## config.mk

```make
export PLATFORM = sky130hd
export DESIGN_NAME = multiplier_datapath_flat
export DESIGN_NICKNAME = d
export VERILOG_FILES = /design/src/rtl/mul_pkg.sv /design/src/rtl/multiplier_datapath_if.sv /design/src/rtl/multiplier_datapath_alu_addu.sv /design/src/rtl/multiplier_datapath.sv /design/src/flat_wrapper.sv
export SDC_FILE = /design/constraint.sdc
export NUM_CORES = 1
export LEC_CHECK = 0
export CAP_MARGIN = 5
export CORE_ASPECT_RATIO = 1.2
export CORE_MARGIN = 8
export CORE_UTILIZATION = 43
export CTS_CLUSTER_SIZE = 20
export DETAILED_ROUTE_END_ITERATION = 10
export MAX_ROUTING_LAYER = met4
export PLACE_DENSITY_LB_ADDON = 0.25
export SYNTH_ARGS = -nofsm -noshare
export SYNTH_HDL_FRONTEND = slang
export SYNTH_HIERARCHICAL = 1
export SYNTH_SLANG_ARGS = --single-unit
```

## constraint.sdc

```tcl
create_clock -name clk -period 3.9 [get_ports clk]
set_input_delay 1.17 -clock clk [delete_from_list [all_inputs] [get_ports clk]]
set_output_delay 1.17 -clock clk [all_outputs]
set_load 0.005 [all_outputs]
```

## src/rtl/mul_pkg.sv

```systemverilog
// Shared constants for the shift-add multiplier: ALU opcode and default operand width.
// Pure declarations; no logic, no latency.
package mul_pkg;
    localparam int          DEFAULT_WIDTH = 32;
    localparam logic [5:0]  ADDU_OP       = 6'b001001;
endpackage

```

## src/rtl/multiplier_datapath_if.sv

```systemverilog
// Command/result bundle between the multiplier controller (master) and datapath (slave).
// Plain wires; the datapath answers one clock after each command, no stall path.
interface multiplier_datapath_if
    import mul_pkg::*;
#(
    parameter int WIDTH = DEFAULT_WIDTH
);
    logic [WIDTH-1:0]   Multiplicand;
    logic [WIDTH-1:0]   Multiplier;
    logic               W_ctrl;
    logic [5:0]         ADDU_ctrl;
    logic               SRL_ctrl;
    logic               Ready;
    logic               LSB;
    logic [2*WIDTH-1:0] Product;

    modport master (
        output Multiplicand, Multiplier, W_ctrl, ADDU_ctrl, SRL_ctrl, Ready,
        input  LSB, Product
    );

    modport slave (
        input  Multiplicand, Multiplier, W_ctrl, ADDU_ctrl, SRL_ctrl, Ready,
        output LSB, Product
    );
endinterface

```

## src/rtl/multiplier_datapath_alu_addu.sv

```systemverilog
// Unsigned WIDTH-bit adder with carry-out; any opcode other than ADDU passes i_a through.
// Purely combinational, no backpressure.
module alu_addu
    import mul_pkg::*;
#(
    parameter int WIDTH = DEFAULT_WIDTH
) (
    input  logic [WIDTH-1:0] i_a,
    input  logic [WIDTH-1:0] i_b,
    input  logic [5:0]       i_op,
    output logic [WIDTH-1:0] o_sum,
    output logic             o_carry
);
    logic [WIDTH:0] w_result;

    always_comb begin
        w_result = {1'b0, i_a};
        if (i_op == ADDU_OP) begin
            w_result = {1'b0, i_a} + {1'b0, i_b};
        end
    end

    assign o_sum   = w_result[WIDTH-1:0];
    assign o_carry = w_result[WIDTH];
endmodule

```

## src/rtl/multiplier_datapath.sv

```systemverilog
// Shift-add multiplier datapath: multiplicand, {carry, upper, lower} product register, fused add+shift.
// Outputs are registered (one edge after each command); Ready freezes all state, Reset always wins.
module multiplier_datapath
    import mul_pkg::*;
#(
    parameter int WIDTH = DEFAULT_WIDTH
) (
    input  logic                  clk,
    input  logic                  Reset,
    multiplier_datapath_if.slave  bus
);
    logic [WIDTH-1:0]   r_mcand;
    logic [2*WIDTH-1:0] r_prod;
    logic               r_carry;

    logic [WIDTH-1:0]   w_mcand_nxt;
    logic [2*WIDTH-1:0] w_prod_nxt;
    logic               w_carry_nxt;

    logic [WIDTH-1:0]   w_alu_sum;
    logic               w_alu_carry;

    alu_addu #(
        .WIDTH (WIDTH)
    ) u_alu (
        .i_a     (r_prod[2*WIDTH-1:WIDTH]),
        .i_b     (r_mcand),
        .i_op    (bus.ADDU_ctrl),
        .o_sum   (w_alu_sum),
        .o_carry (w_alu_carry)
    );

    always_comb begin
        w_mcand_nxt = r_mcand;
        w_prod_nxt  = r_prod;
        w_carry_nxt = r_carry;
        if (Reset) begin
            w_mcand_nxt = bus.Multiplicand;
            w_prod_nxt  = {{WIDTH{1'b0}}, bus.Multiplier};
            w_carry_nxt = 1'b0;
        end else if (!bus.Ready) begin
            unique case ({bus.W_ctrl, bus.SRL_ctrl})
                2'b10: begin
                    w_prod_nxt  = {w_alu_sum, r_prod[WIDTH-1:0]};
                    w_carry_nxt = w_alu_carry;
                end
                2'b01: begin
                    w_prod_nxt  = {r_carry, r_prod[2*WIDTH-1:1]};
                    w_carry_nxt = 1'b0;
                end
                // Fused iteration: the add's carry-out lands in the upper MSB directly.
                2'b11: begin
                    w_prod_nxt  = {w_alu_carry, w_alu_sum, r_prod[WIDTH-1:1]};
                    w_carry_nxt = 1'b0;
                end
                default: ;
            endcase
        end
    end

    always_ff @(posedge clk) begin
        r_mcand <= w_mcand_nxt;
        r_prod  <= w_prod_nxt;
        r_carry <= w_carry_nxt;
    end

    assign bus.LSB     = r_prod[0];
    assign bus.Product = r_prod;
endmodule

```

## src/flat_wrapper.sv

```systemverilog
// flat-port wrapper written by rule: the top's interface ports become plain ports
module multiplier_datapath_flat import mul_pkg::*;
#(
    parameter int WIDTH = DEFAULT_WIDTH
)
  (clk, Reset, bus_Multiplicand, bus_Multiplier, bus_W_ctrl, bus_ADDU_ctrl, bus_SRL_ctrl, bus_Ready, bus_LSB, bus_Product);
  multiplier_datapath_if #(.WIDTH(WIDTH)) bus_i ();
  input  logic clk;
  input  logic Reset;
  input wire logic [$bits(bus_i.Multiplicand)-1:0] bus_Multiplicand;
  input wire logic [$bits(bus_i.Multiplier)-1:0] bus_Multiplier;
  input wire logic [$bits(bus_i.W_ctrl)-1:0] bus_W_ctrl;
  input wire logic [$bits(bus_i.ADDU_ctrl)-1:0] bus_ADDU_ctrl;
  input wire logic [$bits(bus_i.SRL_ctrl)-1:0] bus_SRL_ctrl;
  input wire logic [$bits(bus_i.Ready)-1:0] bus_Ready;
  output wire logic [$bits(bus_i.LSB)-1:0] bus_LSB;
  output wire logic [$bits(bus_i.Product)-1:0] bus_Product;
  assign bus_i.Multiplicand = bus_Multiplicand;
  assign bus_i.Multiplier = bus_Multiplier;
  assign bus_i.W_ctrl = bus_W_ctrl;
  assign bus_i.ADDU_ctrl = bus_ADDU_ctrl;
  assign bus_i.SRL_ctrl = bus_SRL_ctrl;
  assign bus_i.Ready = bus_Ready;
  assign bus_LSB = bus_i.LSB;
  assign bus_Product = bus_i.Product;
  multiplier_datapath #(.WIDTH(WIDTH)) u_core (.clk(clk), .Reset(Reset), .bus(bus_i));
endmodule
```

==> run metrics, run 1 <==
NumNets Final=approximately 860; row count=between 40 and 50; die area=18400 µm²; Clock Latency Late Sink=0.34 ns; Area Overhead vs Synth=29.5%; Post-DRT Antenna Nets=0; clock tree buffer depth=2; Critical Path Sink Type=register; Worst Path Buf+Inv=0; critical setup path kind=reg2reg; Seq cells post-synth=between 90 and 100; DR iter-0 viols=between 300 and 400; Final Max Tran Viols=0; clk_skew=0.0127 ns; hold path start=u_core/r_carry; RSZ-0062 raised after global routing=no; Post-Route M1 WL=between 7000 and 8000 µm; total grt overflow=0; Slew headroom=about a quarter; Final period util=between 80% and 90%; Sink Count=97; top layer in use=met4; ys flop type=edfxtp_1; total core area=~14000 µm²; via count=between 5000 and 6000; starting density of the core=43.3%; Crit path largest cell delay=~0.48 ns; CTS Hold Buffers Added=0; mux contribution to synthesized area=under 10%; CP cell instances=ha_1 > fa_1 > a21oi_2 > nand4b_4 > a2111oi_4 > nor2_2 > o31ai_4 > a31oi_1 > a2111oi_2 > or3b_2 > a21oi_1; hpwl dp=roughly 12000 µm; post-synthesis adder-cell area fraction=around 7%; CTS buffer count=9; via/cell ratio=around 5.6; met2 WL post-DR=~7700 µm; Power Dens Cells=between 300 and 400 nW/µm²; Worst EP arrival=about 3.6 ns; register area share after synthesis=a little over two fifths; slowest CP cell=or3b_2; gpl congestion=~0.9; DRC violations left=0; Mapped Avg Cell Area=~9.7 µm²; slew at the pin with the worst max-slew slack=around 1.1 ns; Final Hold Fails=0; Synth cell types=58; clock-pin slew on the worst setup and hold paths=0.07 ns; number of global-route vias before repair=between 5000 and 6000; DRT Wirelength=~16000 µm; outcome=finished clean; Hold Crit Class=reg2reg; Gate Count Post-Synth=between 600 and 700; CP delay by family, top=compound AO/OA/AOI/OAI gates; CTS resizes=0; TNS Setup=0 ns; Cell Area, Placed=7600 µm²; final number of setup-violating endpoints=0; Ports=140; commonest non-fill, non-tap cell in the layout=clkdlybuf4s50_1; max cap viols=0; CTS tree=yes; Cells on Worst Hold Path=2; first-pass GRT wire length=26900 µm; routed len/inst=around 18 µm; Synth Warn #=6; crit path launch type=register; Die W=between 100 and 150 µm; GR Util All Layers=about 18%; asr flop ratio synth=0%; fmax=around 0.3 GHz; 1st-pass router iterations=4; reg2reg start=u_core/bus.Product[32]; # port buffers=between 100 and 150; worst path required time=around 4.2 ns; largest family of logic cells by synthesized area=compound AO/OA/AOI/OAI gates; Max VDD drop=roughly 0.19 mV; fillers=roughly 1300; die height=approximately 150 µm; Compound-Gate Fraction of Synth Area=between 20 and 25%; Post-synth EDFFs=64; Leak=3.08 nW; setup repair bufs after CTS=0; Root Buffer=clkbuf_16; DR WL met3=685 µm; RR Endpoint=u_core/r_carry; layout cells sized above 1=about a tenth; Final Instance Area=a little under 8000 µm²; Syn Std Cell Area=6140 µm²; # diodes=0; most frequent cells in the layout=138 x clkdlybuf4s50_1, 64 x edfxtp_1, 57 x nand2_1; largest fanout on the critical path=5; post-layout min period=between 3 and 4 ns; Post-Synth Simple-Gate Area=14.3%; initial antenna violation count=0; flop2flop setup slack=0.54 ns; r2r worst-path depth=11; Hold EP=u_core/r_carry; Mapped Nets=between 700 and 800; H-tree levels=3; XOR/XNOR Fraction of Synth Area=under 10%; largest net degree at the start of global routing=66
==> per-stage QoR <==
stage | setup WS, ns | hold slack, ns | instances | power [mW] | util [%]
2_1_floorplan | 0.918 | 0.446 | 633 | 1.75 | -
3_3_place_gp | 0.547 | 0.458 | 912 | 2.06 | 53.6
3_5_place_dp | 0.441 | 0.477 | 912 | 2.07 | 53.6
4_1_cts | 0.542 | 0.491 | 928 | 3.08 | 56.1
5_1_grt | 0.275 | 0.511 | 928 | 3.21 | 56.1
6_report | 0.541 | 0.482 | 928 | 3.06 | 56.1
==> power breakdown <==
part | leakage, nW | internal, mW | switching (mW)
Sequential | 0.918 | 1.19 | 0.0640
Clock | 0.167 | 0.628 | 0.379
Combinational | 1.99 | 0.401 | 0.395
Total | 3.08 | 2.22 | 0.837
==> sequential cells by signal, summed over array words and instances (netlist names) <==
signal	count
u_core/r_carry	1
u_core/r_mcand	32
u_core/bus.Product	64
==> Yosys cell counts, types with 2 or more instances <==
master / number / area (µm²)
edfxtp_1: 64 / 1920
nand2_1: 57 / 214
nor2_1: 44 / 165
o21ai_0: 43 / 215
a21oi_1: 37 / 185
nor3_1: 36 / 180
dfxtp_1: 33 / 661
mux2_2: 33 / 372
o22ai_1: 33 / 206
ha_1: 32 / 400
a22o_1: 31 / 272
clkbuf_1: 20 / 75.1
xnor2_1: 18 / 158
buf_2: 15 / 75.1
a21o_1: 13 / 97.6
inv_1: 13 / 48.8
o21bai_1: 10 / 75.1
nand4_1: 9 / 56.3
nor2_2: 9 / 56.3
nand3_1: 8 / 40.0
xor2_1: 8 / 70.1
nand2b_1: 5 / 31.3
o21a_1: 5 / 37.5
a211oi_1: 4 / 30.0
buf_6: 4 / 45.0
o21ai_1: 4 / 20.0
a221oi_1: 3 / 26.3
a31oi_1: 3 / 18.8
nor2b_1: 3 / 18.8
or3_1: 3 / 18.8
a2111oi_2: 2 / 30.0
buf_1: 2 / 7.51
nor4_1: 2 / 12.5
o31a_1: 2 / 17.5
o31ai_1: 2 / 15.0
==> layout make-up <==
class                           count  area [µm²]  share of cell area (%)
Multi-Input combinational cell    481        3300                    41.5
Sequential cell                    97        2580                    32.5
Timing Repair Buffer              146        1450                    18.3
Clock buffer                        9         225                    2.83
Tap cell                          175         219                    2.76
Clock inverter                      7         118                    1.48
Inverter                           13        48.8                   0.614
==> worst max path at each step <==
stage                            from                     end  cells after the start
2_1_floorplan  u_core/bus.Product[32]          u_core/r_carry                     11
3_3_place_gp         bus_ADDU_ctrl[3]  u_core/bus.Product[57]                     11
5_1_grt        u_core/bus.Product[33]  u_core/bus.Product[62]                     12
4_1_cts        u_core/bus.Product[32]          u_core/r_carry                     11
6_report       u_core/bus.Product[32]          u_core/r_carry                     11
3_5_place_dp         bus_ADDU_ctrl[3]  u_core/bus.Product[58]                     11
==> layer usage <==
layer | GRT usage [%] | vias to the layer above
li1 | - | 2619
met1 | 21.9 | 2415
met2 | 30.4 | 150
met3 | 3.52 | 21
met4 | 5.25 | 0
met5 | - | -
==> kinds of logic after synthesis <==
family,Yosys count
xor+xnor,26
simple gates,185
fa+ha+maj,33
mux,33
flops,97
compound gates,204
buf+inv,55
==> worst register-to-register path, cell delays in order (launching register included) <==
cell and delay [ns]:
dfxtp_1 0.40, ha_1 0.24, fa_1 0.24, a21oi_2 0.08
nand4b_4 0.19, a2111oi_4 0.42, nor2_2 0.13, o31ai_4 0.34
a31oi_1 0.23, a2111oi_2 0.38, or3b_2 0.48, a21oi_1 0.16
No activity file was read; power rests on OpenSTA's default activity.
==> run 2: changes to the inputs <==
CORE_MARGIN = 4   (was 8)
HOLD_SLACK_MARGIN = 0.15   (was unset)
==> run metrics, run 2 (same netlist as run 1, synthesis figures left out) <==
die area=16300 µm² (-11%); multi-input logic area=3300 µm² (unchanged); starting density of the core=44.2% (+0.92 points); Clock Latency Late Sink=0.35 ns (about the same); CP cell instances=ha_1 > fa_1 > a21oi_2 > nand4b_4 > a2111oi_4 > nor2_2 > o31ai_4 > a31oi_1 > a2111oi_2 > or3b_2 > a21oi_1; die height=139 µm (-5.4%); final number of setup-violating endpoints=0 (unchanged); row count=47 (-2.1%); fillers=1246 (-2.2%); r2r worst-path depth=11 (unchanged); gpl congestion=0.948 (+8.1%); slew at the pin with the worst max-slew slack=1.15 ns (+0.0309 ns); DR iter-0 viols=287 (-5.3%); via count=5307 (+2.0%); CTS tree=yes; total grt overflow=0 (unchanged); # port buffers=139 (unchanged); Worst EP arrival=3.65 ns (+0.03 ns); first-pass GRT wire length=25000 µm (-7.0%); critical setup path kind=reg2reg; Slew headroom=23.1% (-2.1 points); most frequent cells in the layout=138 x clkdlybuf4s50_1, 64 x edfxtp_1, 57 x nand2_1; Leak=3.04 nW (-1.3%); H-tree levels=3 (unchanged); Ports=140 (unchanged); layout cells sized above 1=10.5% (+0.27 points); commonest non-fill, non-tap cell in the layout=clkdlybuf4s50_1; Max VDD drop=0.169 mV (-10%); total core area=13900 µm² (-2.1%); worst setup margin=0.517 ns (-0.0246 ns); clock tree buffer depth=2 (unchanged); outcome=finished clean; total power=2.88 mW (-5.6%); via/cell ratio=5.74 (+2.4%); flop2flop setup slack=0.52 ns (-0.02 ns); Final Hold Fails=0 (unchanged); Power Dens Cells=366 nW/µm² (-4.8%); Post-DRT Antenna Nets=0 (unchanged); clock-pin slew on the worst setup and hold paths=0.07 ns (about the same); Area Overhead vs Synth=28.4%; area taken by flip-flops and latches=2580 µm² (unchanged); pre-CTS WS=0.470 ns (+0.0288 ns); routed len/inst=16.8 µm (-4.4%); DRC violations left=0 (unchanged); largest net degree at the start of global routing=69 (+4.5%); GR Util All Layers=19.2% (+1.0 points); hpwl dp=11200 µm (-7.0%); fmax=0.296 GHz (-0.73%); max cap viols=0 (unchanged); Crit path largest cell delay=0.47 ns (about the same); Die W=117 µm (-6.4%); # diodes=0 (unchanged); RSZ-0062 raised after global routing=no; Hold EP=u_core/r_carry; Sink Count=97 (unchanged); Critical Path Sink Type=register; Final period util=86.8% (+0.63 points); worst path required time=4.17 ns (about the same); CTS resizes=0 (unchanged); TNS Setup=0 ns (unchanged); CTS Hold Buffers Added=0 (unchanged); Cells on Worst Hold Path=2 (unchanged); clk_skew=0.00779 ns (-0.00492 ns); initial antenna violation count=0 (unchanged); largest fanout on the critical path=5 (unchanged); Fin Hold WS=0.482 ns (-0.0000290 ns); 1st-pass router iterations=5 (+1); Largest register FFs=64 (unchanged); number of global-route vias before repair=5107 (-2.2%); setup repair bufs after CTS=0 (unchanged); hold path start=u_core/r_carry; Hold Crit Class=reg2reg; Final Max Tran Viols=0 (unchanged); slowest CP cell=or3b_2; NumNets Final=856 (unchanged); crit path launch type=register; reg2reg start=u_core/bus.Product[32]; Root Buffer=clkbuf_16; RR Endpoint=u_core/r_carry; post-route core utilization=56.8% (+0.71 points); post-layout min period=3.38 ns (+0.0246 ns); CTS buffer count=9 (unchanged); DRT Wirelength=15500 µm (-4.8%)
-- run 2: cell count changes in the layout (fill, tap and decap cells not counted) --
cell,delta
inv_6,+1
clkinv_2,+1
bufinv_16,-3
clkinv_1,-2
clkinvlp_4,+4
clkinv_4,-1
-- run 2: worst max-delay path: cells and delay by family, from the launching register on --
| family | cells | cell delay, ns |
|---|---|---|
| AO/OA/AOI/OAI | 6 | 1.65 |
| adder cells (fa/ha/maj) | 2 | 0.48 |
| flip-flops | 1 | 0.39 |
| AND/OR/NAND/NOR | 3 | 0.78 |
-- run 2: routing by layer --
metal	part of all wire, %	global-route usage (%)
met4	0.97	4.41
met2	49	32.1
met3	4.3	2.97
met1	45	24.3
met5	0	-
-- run 2: cell type report --
type,count,area share (%)
clock buffer,9,2.86
clock inverter,7,0.699
inverter,13,0.619
multi-input combinational,481,41.9
sequential,97,32.8
tap,171,2.72
timing repair buffer,146,18.5
-- run 2: how the worst max path moves through the flow --
| stage | endpoint | cells past startpoint | startpoint | slack (ns) |
|---|---|---|---|---|
| after floorplan | u_core/r_carry | 11 | u_core/bus.Product[32] | 0.92 |
| after global placement | u_core/bus.Product[57] | 11 | bus_ADDU_ctrl[3] | 0.53 |
| after detailed placement | u_core/bus.Product[57] | 11 | bus_ADDU_ctrl[3] | 0.47 |
| after CTS | u_core/r_carry | 11 | u_core/bus.Product[32] | 0.51 |
| after global routing | u_core/bus.Product[63] | 12 | u_core/bus.Product[33] | 0.29 |
| final | u_core/r_carry | 11 | u_core/bus.Product[32] | 0.52 |
-- run 2: per-stage QoR --
step                area, µm²  cells
floorplan                6140    633
global placement         7600    908
detailed placement       7600    908
CTS                      7880    924
global route             7880    924
finish                   7880    924
-- run 2: power breakdown --
group          internal, mW  switching [mW]  total (mW)
clock network         0.438           0.400       0.838
logic                 0.401           0.393       0.794
registers              1.19          0.0632        1.25
total                  2.03           0.855        2.88
